$ cat config.mk
export PLATFORM = sky130hd
export DESIGN_NAME = and_unit_arbiter
export DESIGN_NICKNAME = d
export VERILOG_FILES = /design/src/rtl/and_unit_arbiter.sv
export SDC_FILE = /design/constraint.sdc
export NUM_CORES = 1
export LEC_CHECK = 0
export ABC_CLOCK_PERIOD_IN_PS = 3420
export CORE_AREA = 4 4 75 77
export CTS_CLUSTER_SIZE = 12
export DETAILED_ROUTE_END_ITERATION = 6
export DIE_AREA = 0 0 79 81
export GPL_ROUTABILITY_DRIVEN = 0
export HOLD_SLACK_MARGIN = 0.02
export PLACE_DENSITY = 0.8
export SKIP_LAST_GASP = 1
export SYNTH_ARGS = -nofsm -noshare
export SYNTH_HDL_FRONTEND = slang
export SYNTH_SLANG_ARGS = --single-unit
$ cat constraint.sdc
create_clock -name clk -period 3.42 [get_ports clk]
set_input_delay 0.855 -clock clk [delete_from_list [all_inputs] [get_ports clk]]
set_output_delay 0.855 -clock clk [all_outputs]
set_load 0.01 [all_outputs]
$ cat src/rtl/and_unit_arbiter.sv
// and_unit_arbiter: round-robin arbiter sharing one registered W-bit AND unit among N requesters
// Define AND_ARB_OPSEL_EN to add per-requester opcodes (AND/OR/XOR/NAND) on req_op.
module and_unit_arbiter #(
  parameter int N = 4,
  parameter int W = 8,
  localparam int IDW = $clog2(N)
) (
  input  logic           clk,
  input  logic           rst,
  input  logic [N-1:0]   req_valid,
  output logic [N-1:0]   req_ready,
  input  logic [N*W-1:0] req_a,
  input  logic [N*W-1:0] req_b,
`ifdef AND_ARB_OPSEL_EN
  input  logic [N*2-1:0] req_op,
`endif
  output logic           rsp_valid,
  input  logic           rsp_ready,
  output logic [IDW-1:0] rsp_id,
  output logic [W-1:0]   rsp_c,
  output logic [15:0]    txn_cnt
);
  typedef enum logic {IDLE, FULL} state_t;
  state_t state_q, state_d;
  logic [IDW-1:0] rr_q, rr_d, g, idx, id_q;
  logic [IDW:0] s;
  logic [W-1:0] a, b, res, c_q;
  logic [15:0] cnt_q;
  logic found, gnt_en, gnt;
  always_comb begin
    found = 1'b0;
    g = '0;
    s = '0;
    idx = '0;
    for (int k = 0; k < N; k++) begin
      s = {1'b0, rr_q} + (IDW+1)'(k);
      s = (s >= (IDW+1)'(N)) ? s - (IDW+1)'(N) : s;
      idx = s[IDW-1:0];
      if (!found && req_valid[idx]) begin
        found = 1'b1;
        g = idx;
      end
    end
  end
  assign gnt_en = ~rst & ((state_q == IDLE) | rsp_ready);
  assign gnt = gnt_en & found;
  assign req_ready = gnt ? {{(N-1){1'b0}}, 1'b1} << g : '0;
  assign a = req_a[g*W +: W];
  assign b = req_b[g*W +: W];
`ifdef AND_ARB_OPSEL_EN
  logic [1:0] op;
  assign op = req_op[g*2 +: 2];
  assign res = (op == 2'b00) ? a & b : (op == 2'b01) ? a | b : (op == 2'b10) ? a ^ b : ~(a & b);
`else
  assign res = a & b;
`endif
  always_comb begin
    rr_d = gnt ? ((g == IDW'(N-1)) ? '0 : g + 1'b1) : rr_q;
    state_d = gnt ? FULL : (state_q == FULL && rsp_ready) ? IDLE : state_q;
  end
  always_ff @(posedge clk) begin
    if (rst) begin
      state_q <= IDLE;
      rr_q <= '0;
      id_q <= '0;
      c_q <= '0;
      cnt_q <= '0;
    end else begin
      state_q <= state_d;
      rr_q <= rr_d;
      if (gnt) begin
        id_q <= g;
        c_q <= res;
        cnt_q <= cnt_q + 16'd1;
      end
    end
  end
  assign rsp_valid = (state_q == FULL);
  assign rsp_id = id_q;
  assign rsp_c = c_q;
  assign txn_cnt = cnt_q;
endmodule

## Word-level counts from Yosys, hierarchy flattened

Index checks and enable logic that the tools add are counted.

| operators by class | value |
|---|---|
| equality and inequality tests | 1 |
| shift-type cells | 3 |
| reduce and logical (&&, ||, !) cells | 8 |
| multiplexer cells | 24 |
| $add $sub $neg | 9 |
| magnitude comparators | 8 |
| bitwise logic cells | 6 |

Operators by type and width:

| kind | count |
|---|---|
| $shiftx 32x6->8 | 2 |
| $mux 2 | 9 |
| $add 16x1->16 const B | 1 |
| $lt 2x3->1 const B | 4 |
| $mux 1 | 10 |
| $ge 3x3->1 const B | 3 |
| $and 8x8->8 | 1 |
| $bmux 1 s2 | 4 |
| $sub 2x1->2 const B | 4 |
| $add 2x2->3 const B | 2 |
| $logic_and 1x1->1 | 4 |
| $mux 4 | 1 |
| $shl 1x2->4 const A | 1 |
| $add 2x1->3 const B | 1 |
| $ge 2x3->1 const B | 1 |
| $logic_not 1->1 | 3 |
| $add 2x1->2 const B | 1 |
| $and 1x1->1 | 2 |
| $eq 2x2->1 const B | 1 |
| $not 1->1 | 2 |
| $reduce_bool 2->1 | 1 |
| $or 1x1->1 | 1 |

| word-level totals | value |
|---|---|
| input port bits | 71 |
| bits in registers | 29 |

## Depth between registers and ports, before layout

Gate-level depths: netlist (run 1).

| depth | value |
|---|---|
| word-level depth | 16 |
| gate-level depth with buffers | 8 |
| gate-level depth less buffers | 7 |

## Worst setup path before layout (run 1)

No wires, ideal clock.

| timing path | value |
|---|---|
| path kind | input -> output |
| from | input port req_valid[2] |
| to | output port req_ready[1] |
| slack | 0.426 ns |
| arrival | 2.139 ns |
| data required time | 2.565 ns |
| cell stages on the path | 6 |
| cell sequence | nor2b_1 a211oi_2 nor2_1 inv_1 ha_1 and2_1 |

| between the ends | value |
|---|---|
| cells in the longest elaborated chain, start to end | 14 |
| elaborated cells on any way between the ends | 25 |
| classes of those cells | shift (1); mux (17); bitwise (1); reduce/logical (6) |

RTL lines:

| element | RTL line | RTL |
|---|---|---|
| start, declared | 10 | `input logic [N-1:0] req_valid,` |
| $bmux 1 s2 | 39 | `if (!found && req_valid[idx]) begin` |
| $mux 1 (not written as such) | 39 |  |
| $mux 1 | 39 |  |
| $logic_not 1->1 | 39 |  |
| $logic_and 1x1->1 | 39 |  |
| $mux 1 | 39 |  |
| $logic_not 1->1 | 39 |  |
| $logic_and 1x1->1 | 39 |  |
| $mux 1 | 39 |  |
| $logic_not 1->1 | 39 |  |
| $logic_and 1x1->1 | 39 |  |
| $mux 2 (*) | 39 |  |
| net g[0] | 25 | `logic [IDW-1:0] rr_q, rr_d, g, idx, id_q;` |
| $shl 1x2->4 (*) | 47 | `assign req_ready = gnt ? {{(N-1){1'b0}}, 1'b1} << g : '0;` |
| $mux 4 (*) | 47 |  |
| end, declared | 11 | `output logic [N-1:0] req_ready,` |

The timed path passes the listed nets; every way through them passes the cells marked *. The select of a mux whose other input is x is not followed.

## Worst setup path after layout (run 1)

| timing path | value |
|---|---|
| from | input port req_valid[2] |
| to | output port req_ready[2] |

The elaborated chain is that of the path after synthesis.

==> summary.md, run 1 <==
| Metric | Value |
|---|---|
| Post-Route WL | `6370 um` |
| Slew @ Worst Pin | `0.531 ns` |
| Share of the synthesized area in the top cell type | `0.310` |
| Mux cell area share after synthesis | `0` |
| Total inserted antenna cells | `0` |
| Slowest cell delay on critical path | `0.31 ns` |
| CTS max path bufs | `2` |
| First-pass GRT wire length | `roughly 10000 um` |
| Leak | `1.23 nW` |
| Status | `finished clean` |
| Effective utilization at floorplan | `0.374` |
| Initial antenna violation count | `0` |
| Std cell rows | `26` |
| Xor/xnor share of the synthesized area | `0.0654` |
| Detailed Place HPWL | `4990 um` |
| Finish-stage setup viols | `0` |
| Non-Filler Instances | `432` |
| Core Util, Final | `0.638` |
| Main combinational cell family by area after synthesis | `simple AND/OR/NAND/NOR gates` |
| Fmax | `0.308 GHz` |
| Main flop type after synthesis | `dfxtp_1` |
| Worst-skew pair later-pin latency | `0.28 ns` |
| H-tree depth | `2` |
| Yosys top cell by area | `dfxtp_1` |
| Num CTS Buffers | `5` |
| Area Growth Syn to Fin | `70.4%` |
| Crit path max-delay family | `buffers and inverters` |
| Post-synth EDFFs | `0` |
| Power, Total | `about 1.1 mW` |
| Layout Nets | `~440` |
| Synth Area in Compound Gates | `0.259` |
| CP max-delay cell | `a211o_1` |
| Total global-route track usage | `0.200` |
| Die area | `0.00640 mm^2` |
| Clock root buffer | `clkbuf_8` |
| Unique cell type count in the Yosys netlist | `41` |
| Number of synthesized register bits | `29` |
| Worst Skew | `0.00593 ns` |
| Drt drc | `0` |
| Endpoint type of the worst setup path | `output port` |
| Tmin final | `3.24 ns` |
| Headroom to the max-slew limit | `0.643` |
| Most common cell after layout, fill and taps aside | `clkdlybuf4s50_1` |
| Initial DRC Count | `74` |
| PD cells | `343 mW/mm^2` |
| CP cell instances | `dlygate4sd2_1 > nor2b_1 > a211o_1 > o21ai_2 > inv_1 > ha_1 > and2_1 > dlygate4sd2_1` |
| Vias in the first global route | `2260` |
| Synth Area in Adders | `0.0334` |
| Mapped cell area | `0.00188 mm^2` |
| Post-Synth Simple-Gate Area | `0.293` |
| Ys async rst share | `0` |
| RSZ-0062 raised after global routing | `no` |
| Worst path bufs/invs | `3` |
| Layout cells sized above 1 | `0.130` |
| Kind of start point of the critical path | `input port` |
| Worst Setup Path Type | `input port to output port` |
| Core area | `about 0.0050 mm^2` |
| Cell mode on critical path | `dlygate4sd2_1` |
| Worst-path clk slew | `0.07 ns` |
| Vias per cell | `5.27` |
| Max-cap violations | `0` |
| Max IR drop VDD | `0.145 mV` |
| CP required | `around 2.6 ns` |
| Most frequent cells in the layout | `clkdlybuf4s50_1, nand2_1, dfxtp_1, a21oi_1, buf_4` |
| Port-buffer cells | `101` |
| Placed Cells incl. Taps | `423` |
| Global route overflow | `0` |
| Boundary Pins | `102` |
| Final max-slew violation count | `0` |
| Die extent in y | `81 um` |
| Syn nets | `317` |
| Pre-Repair DR Iteration Count | `4` |
| Die width | `between 70 and 80 um` |
| TritonCTS clock tree | `yes` |
| Clock tree sinks | `29` |
| Synth warnings | `0` |
| Via count | `2278` |
| Largest net degree at the start of global routing | `23` |
| Final period util | `0.949` |
| Syn_area_per_cell | `7.78 um^2` |
| Register area share after synthesis | `0.310` |
| ANT nets after route | `0` |
| WP data arrival | `2.39 ns` |
| Final Hold Viols | `0` |
| Ranking of synthesized cells by area | `dfxtp_1, nand2_1, a21oi_1` |
| Mean routed wirelength per cell | `14.8 um` |
| Min-Delay Path Class | `flop to flop` |
| CP max FO | `4` |
| Mapped Cells | `241` |
-- power breakdown --
| group | switching, mW | internal [mW] |
|---|---|---|
| Clock | 0.139 | 0.140 |
| Combinational | 0.202 | 0.221 |
| Sequential | 0.0291 | 0.364 |
-- cells in the mapped netlist (5+ instances only) --
master / n
xor2_1: 13
o211ai_1: 9
a41oi_1: 7
and2_1: 6
a21oi_1: 23
nand2_1: 37
dfxtp_1: 29
nor2_1: 20
nand4_1: 6
nor3_1: 9
ha_1: 5
o21ai_0: 12
nand3_1: 9
a32oi_1: 7
-- sequential cells by signal (all words and copies together), names as in the netlist --
register / flops
rsp_c: 8
rsp_valid: 1
rr_q: 2
rsp_id: 2
txn_cnt: 16
-- worst min-delay path, delay by kind of cell (launching register included) --
family,cells,cell delay (ns)
and+or+nand+nor,1,0.05
DFF,1,0.33
AOI/OAI and AO/OA,1,0.05
-- per-layer routing --
layer,routed length [um],global-route usage,vias to the layer above
met5,0,0,-
li1,-,-,1117
met1,2550,0.221,1045
met4,87,0.0653,0
met3,567,0.0632,8
met2,3160,0.362,108
-- path summary, 6_finish.rpt --
path                                   start      endpoint  slack, ns  depth (start not counted)
worst max-delay path            req_valid[2]  req_ready[2]       0.18                          8
worst min-delay path               rsp_id[0]     rsp_id[0]       0.46                          2
worst max register to register       rr_q[1]      rsp_c[1]       1.39                          7
worst min register to register     rsp_id[0]     rsp_id[0]       0.46                          2
-- area by class of cell --
type / count / area [um^2]
sequential: 29 / 581
fill: 461 / 1810
tap: 70 / 87.6
timing repair buffer: 124 / 1180
clock buffer: 5 / 68.8
inverter: 4 / 15.0
clock inverter: 3 / 17.5
multi-input combinational: 197 / 1250
-- logic make-up (layout without fill, tap and decap cells) --
family | Yosys count | after routing
DFF | 29 | 29
xor gates and xnor gates | 14 | 14
buffers and inverters | 15 | 136
AOI/OAI and AO/OA | 72 | 72
adders and majority gates | 5 | 5
and+or+nand+nor | 106 | 106
-- timing repair --
action                                  4_1_cts  5_1_grt
setup buffers                                 1        0
pin swaps                                     1        2
gates cloned                                  0        0
endpoints found under the setup margin        4        4
gates resized for setup                      12        4
hold buffers                                  0        0
-- metrics by stage --
step           hold slack [ns]  worst slack, ns  setup TNS [ns]  instance area, um^2
4_1_cts                  0.459           0.0222               0                 3180
3_5_place_dp             0.443           -0.343           -1.34                 3080
5_1_grt                  0.486           0.0733               0                 3200
6_report                 0.456            0.175               0                 3200
3_3_place_gp             0.441           -0.307           -1.20                 3080
2_1_floorplan            0.483            0.426               0                 1880
(Power assumes the default switching activity.)
==> inputs of run 2 (changes only) <==
--- a/config.mk
+++ b/config.mk
@@ -6,6 +6,7 @@
 export NUM_CORES = 1
 export LEC_CHECK = 0
 export ABC_CLOCK_PERIOD_IN_PS = 3420
+export CAP_MARGIN = 20
 export CORE_AREA = 4 4 75 77
 export CTS_CLUSTER_SIZE = 12
 export DETAILED_ROUTE_END_ITERATION = 6
==> results of run 2 <==
No change in the layout: final DEF, timing and power equal those of run 1.
==> inputs of run 3 (changes only) <==
--- a/config.mk
+++ b/config.mk
@@ -13,7 +13,7 @@
 export DIE_AREA = 0 0 79 81
 export GPL_ROUTABILITY_DRIVEN = 0
 export HOLD_SLACK_MARGIN = 0.02
-export PLACE_DENSITY = 0.8
+export PLACE_DENSITY = 0.78
 export SKIP_LAST_GASP = 1
 export SYNTH_ARGS = -nofsm -noshare
 export SYNTH_HDL_FRONTEND = slang
==> summary.md, run 3 (synthesis results as in run 1) <==
| Metric | Value |
|---|---|
| Largest net degree at the start of global routing | `23 (unchanged)` |
| Layout cells sized above 1 | `0.140 (was 0.130)` |
| Top Layer Used | `met4 (unchanged)` |
| Status | `finished clean (unchanged)` |
| Worst-path clk slew | `0.06 ns (was 0.07 ns)` |
| Min-Delay Startpoint | `rsp_id[1] (was rsp_id[0])` |
| CP required | `2.56 ns (about the same)` |
| Hold buffers post-CTS | `0 (unchanged)` |
| Finish-stage setup viols | `0 (unchanged)` |
| Worst Setup Path Type | `input port to output port (unchanged)` |
| Vias per cell | `5.36 (was 5.27)` |
| Drt drc | `0 (unchanged)` |
| M1 WL | `2490 um (was 2550 um)` |
| Initial antenna violation count | `0 (unchanged)` |
| Detailed Place HPWL | `4960 um (was 4990 um)` |
| Via count | `2321 (was 2278)` |
| Fmax | `0.302 GHz (was 0.308 GHz)` |
| Die area | `0.00640 mm^2 (unchanged)` |
| Port-buffer cells | `101 (unchanged)` |
| Core area | `0.00501 mm^2 (unchanged)` |
| Core Util, Final | `0.639 (was 0.638)` |
| CP max FO | `4 (unchanged)` |
| RSZ-0062 raised after global routing | `no (unchanged)` |
| Post-Route WL | `6360 um (was 6370 um)` |
| Area of placed instances | `0.00306 mm^2 (was 0.00308 mm^2)` |
| Total global-route track usage | `0.206 (was 0.200)` |
| ANT nets after route | `0 (unchanged)` |
| Clock root buffer | `clkbuf_8 (unchanged)` |
| Worst Skew | `0.00592 ns (was 0.00593 ns)` |
| WP data arrival | `2.46 ns (was 2.39 ns)` |
| Initial DRC Count | `94 (was 74)` |
| Vias in the first global route | `2376 (was 2260)` |
| Final period util | `0.968 (was 0.949)` |
| Num CTS Buffers | `5 (unchanged)` |
| Std cell rows | `26 (unchanged)` |
| Layout Nets | `438 (was 437)` |
| PD cells | `339 mW/mm^2 (was 343 mW/mm^2)` |
| Headroom to the max-slew limit | `0.586 (was 0.643)` |
| Final WS setup | `0.109 ns (was 0.175 ns)` |
| Slew @ Worst Pin | `0.621 ns (was 0.531 ns)` |
| Most frequent cells in the layout | `clkdlybuf4s50_1, nand2_1, dfxtp_1, buf_4, a21oi_1 (was clkdlybuf4s50_1, nand2_1, dfxtp_1, a21oi_1, buf_4)` |
| Die extent in y | `81 um (unchanged)` |
| Met2 WL | `3180 um (was 3160 um)` |
| Area Growth Syn to Fin | `70.8% (was 70.4%)` |
| Max IR drop VDD | `0.138 mV (was 0.145 mV)` |
| H-tree depth | `2 (unchanged)` |
| Global route overflow | `0 (unchanged)` |
| Worst-skew pair later-pin latency | `0.28 ns (about the same)` |
| Pre-Repair DR Iteration Count | `4 (unchanged)` |
| Mean routed wirelength per cell | `14.7 um (was 14.8 um)` |
| R2R Path Start | `rr_q[0] (was rr_q[1])` |
| Die width | `79 um (unchanged)` |
| Boundary Pins | `102 (unchanged)` |
| TritonCTS clock tree | `yes (unchanged)` |
| Endpoint type of the worst setup path | `output port (unchanged)` |
| Final cell area excluding filler cells | `0.00320 mm^2 (about the same)` |
| Final max-slew violation count | `0 (unchanged)` |
| Kind of start point of the critical path | `input port (unchanged)` |
| Worst Setup SP | `req_valid[2] (unchanged)` |
| Leak | `1.23 nW (about the same)` |
| Final Hold Viols | `0 (unchanged)` |
| Clock tree sinks | `29 (unchanged)` |
| Max FFs per register | `16 (unchanged)` |
| Tmin final | `3.31 ns (was 3.24 ns)` |
| Most common cell after layout, fill and taps aside | `clkdlybuf4s50_1 (unchanged)` |
| CTS max path bufs | `2 (unchanged)` |
| Min-Delay Path Class | `flop to flop (unchanged)` |
| Max-cap violations | `0 (unchanged)` |
| Pre-CTS WS | `-0.395 ns (was -0.343 ns)` |
| Total inserted antenna cells | `0 (unchanged)` |
| Effective utilization at floorplan | `0.374 (unchanged)` |
| First-pass GRT wire length | `10400 um (was 10100 um)` |
| Power, Total | `1.09 mW (was 1.10 mW)` |
| Metal3 WL | `587 um (was 567 um)` |
[run 3: changes by cell type in the layout (fill, tap and decap cells not counted), sizes merged]
| cell | delta |
|---|---|
| clkbuf | +2 |
| dlygate4sd2 | -2 |
| buf | +1 |
| clkdlybuf4s15 | +1 |
| clkinvlp | -1 |
[run 3: power by group]
| part | total (mW) | internal [mW] | leakage [nW] | switching, mW |
|---|---|---|---|---|
| Sequential | 0.396 | 0.364 | 0.236 | 0.0318 |
| Clock | 0.274 | 0.141 | 0.0450 | 0.133 |
| Combinational | 0.417 | 0.220 | 0.953 | 0.197 |
| Total | 1.09 | 0.725 | 1.23 | 0.362 |
[run 3: path summary, 6_finish.rpt]
kind | end | slack [ns] | cells after the start
hold / removal | rsp_id[1] | 0.45 | 1
setup / recovery | req_ready[3] | 0.11 | 9
hold reg to reg | rsp_id[1] | 0.45 | 1
setup reg to reg | rsp_c[6] | 1.35 | 6
[run 3: per-stage QoR]
stage                     TNS [ns]  cells  hold WS (ns)
after floorplan                  0    241         0.483
after global placement       -1.23    421         0.440
after detailed placement     -1.48    421         0.440
after CTS                        0    433         0.456
after global routing             0    433         0.476
final                            0    433         0.452
[run 3: cell type report]
class	count	area [um^2]
clock buffer	6	72.6
clock inverter	2	10.0
fill	467	1810
inverter	4	15.0
multi-input combinational	197	1250
sequential	29	581
tap	70	87.6
timing repair buffer	125	1180
[run 3: timing repair]
action | in CTS | in global routing
pin swaps | 2 | 1
hold endpoints to repair | 0 | 0
resized for setup | 16 | 5
buffers inserted | 4 | 0
setup endpoints to repair | 4 | 3
[run 3: worst max-delay path: stages]
cell	delay (ns)
dlygate4sd2_1	0.27
nor2b_2	0.18
a211o_1	0.30
o21ai_2	0.10
buf_4	0.14
inv_1	0.05
ha_1	0.17
and2_1	0.12
dlygate4sd2_1	0.27
[run 3: routing by layer]
layer  GRT usage  vias to the layer above
met2       0.370                      115
met3      0.0621                       14
met1       0.229                     1068
met5           0                        -
met4      0.0773                        0
li1            -                     1124
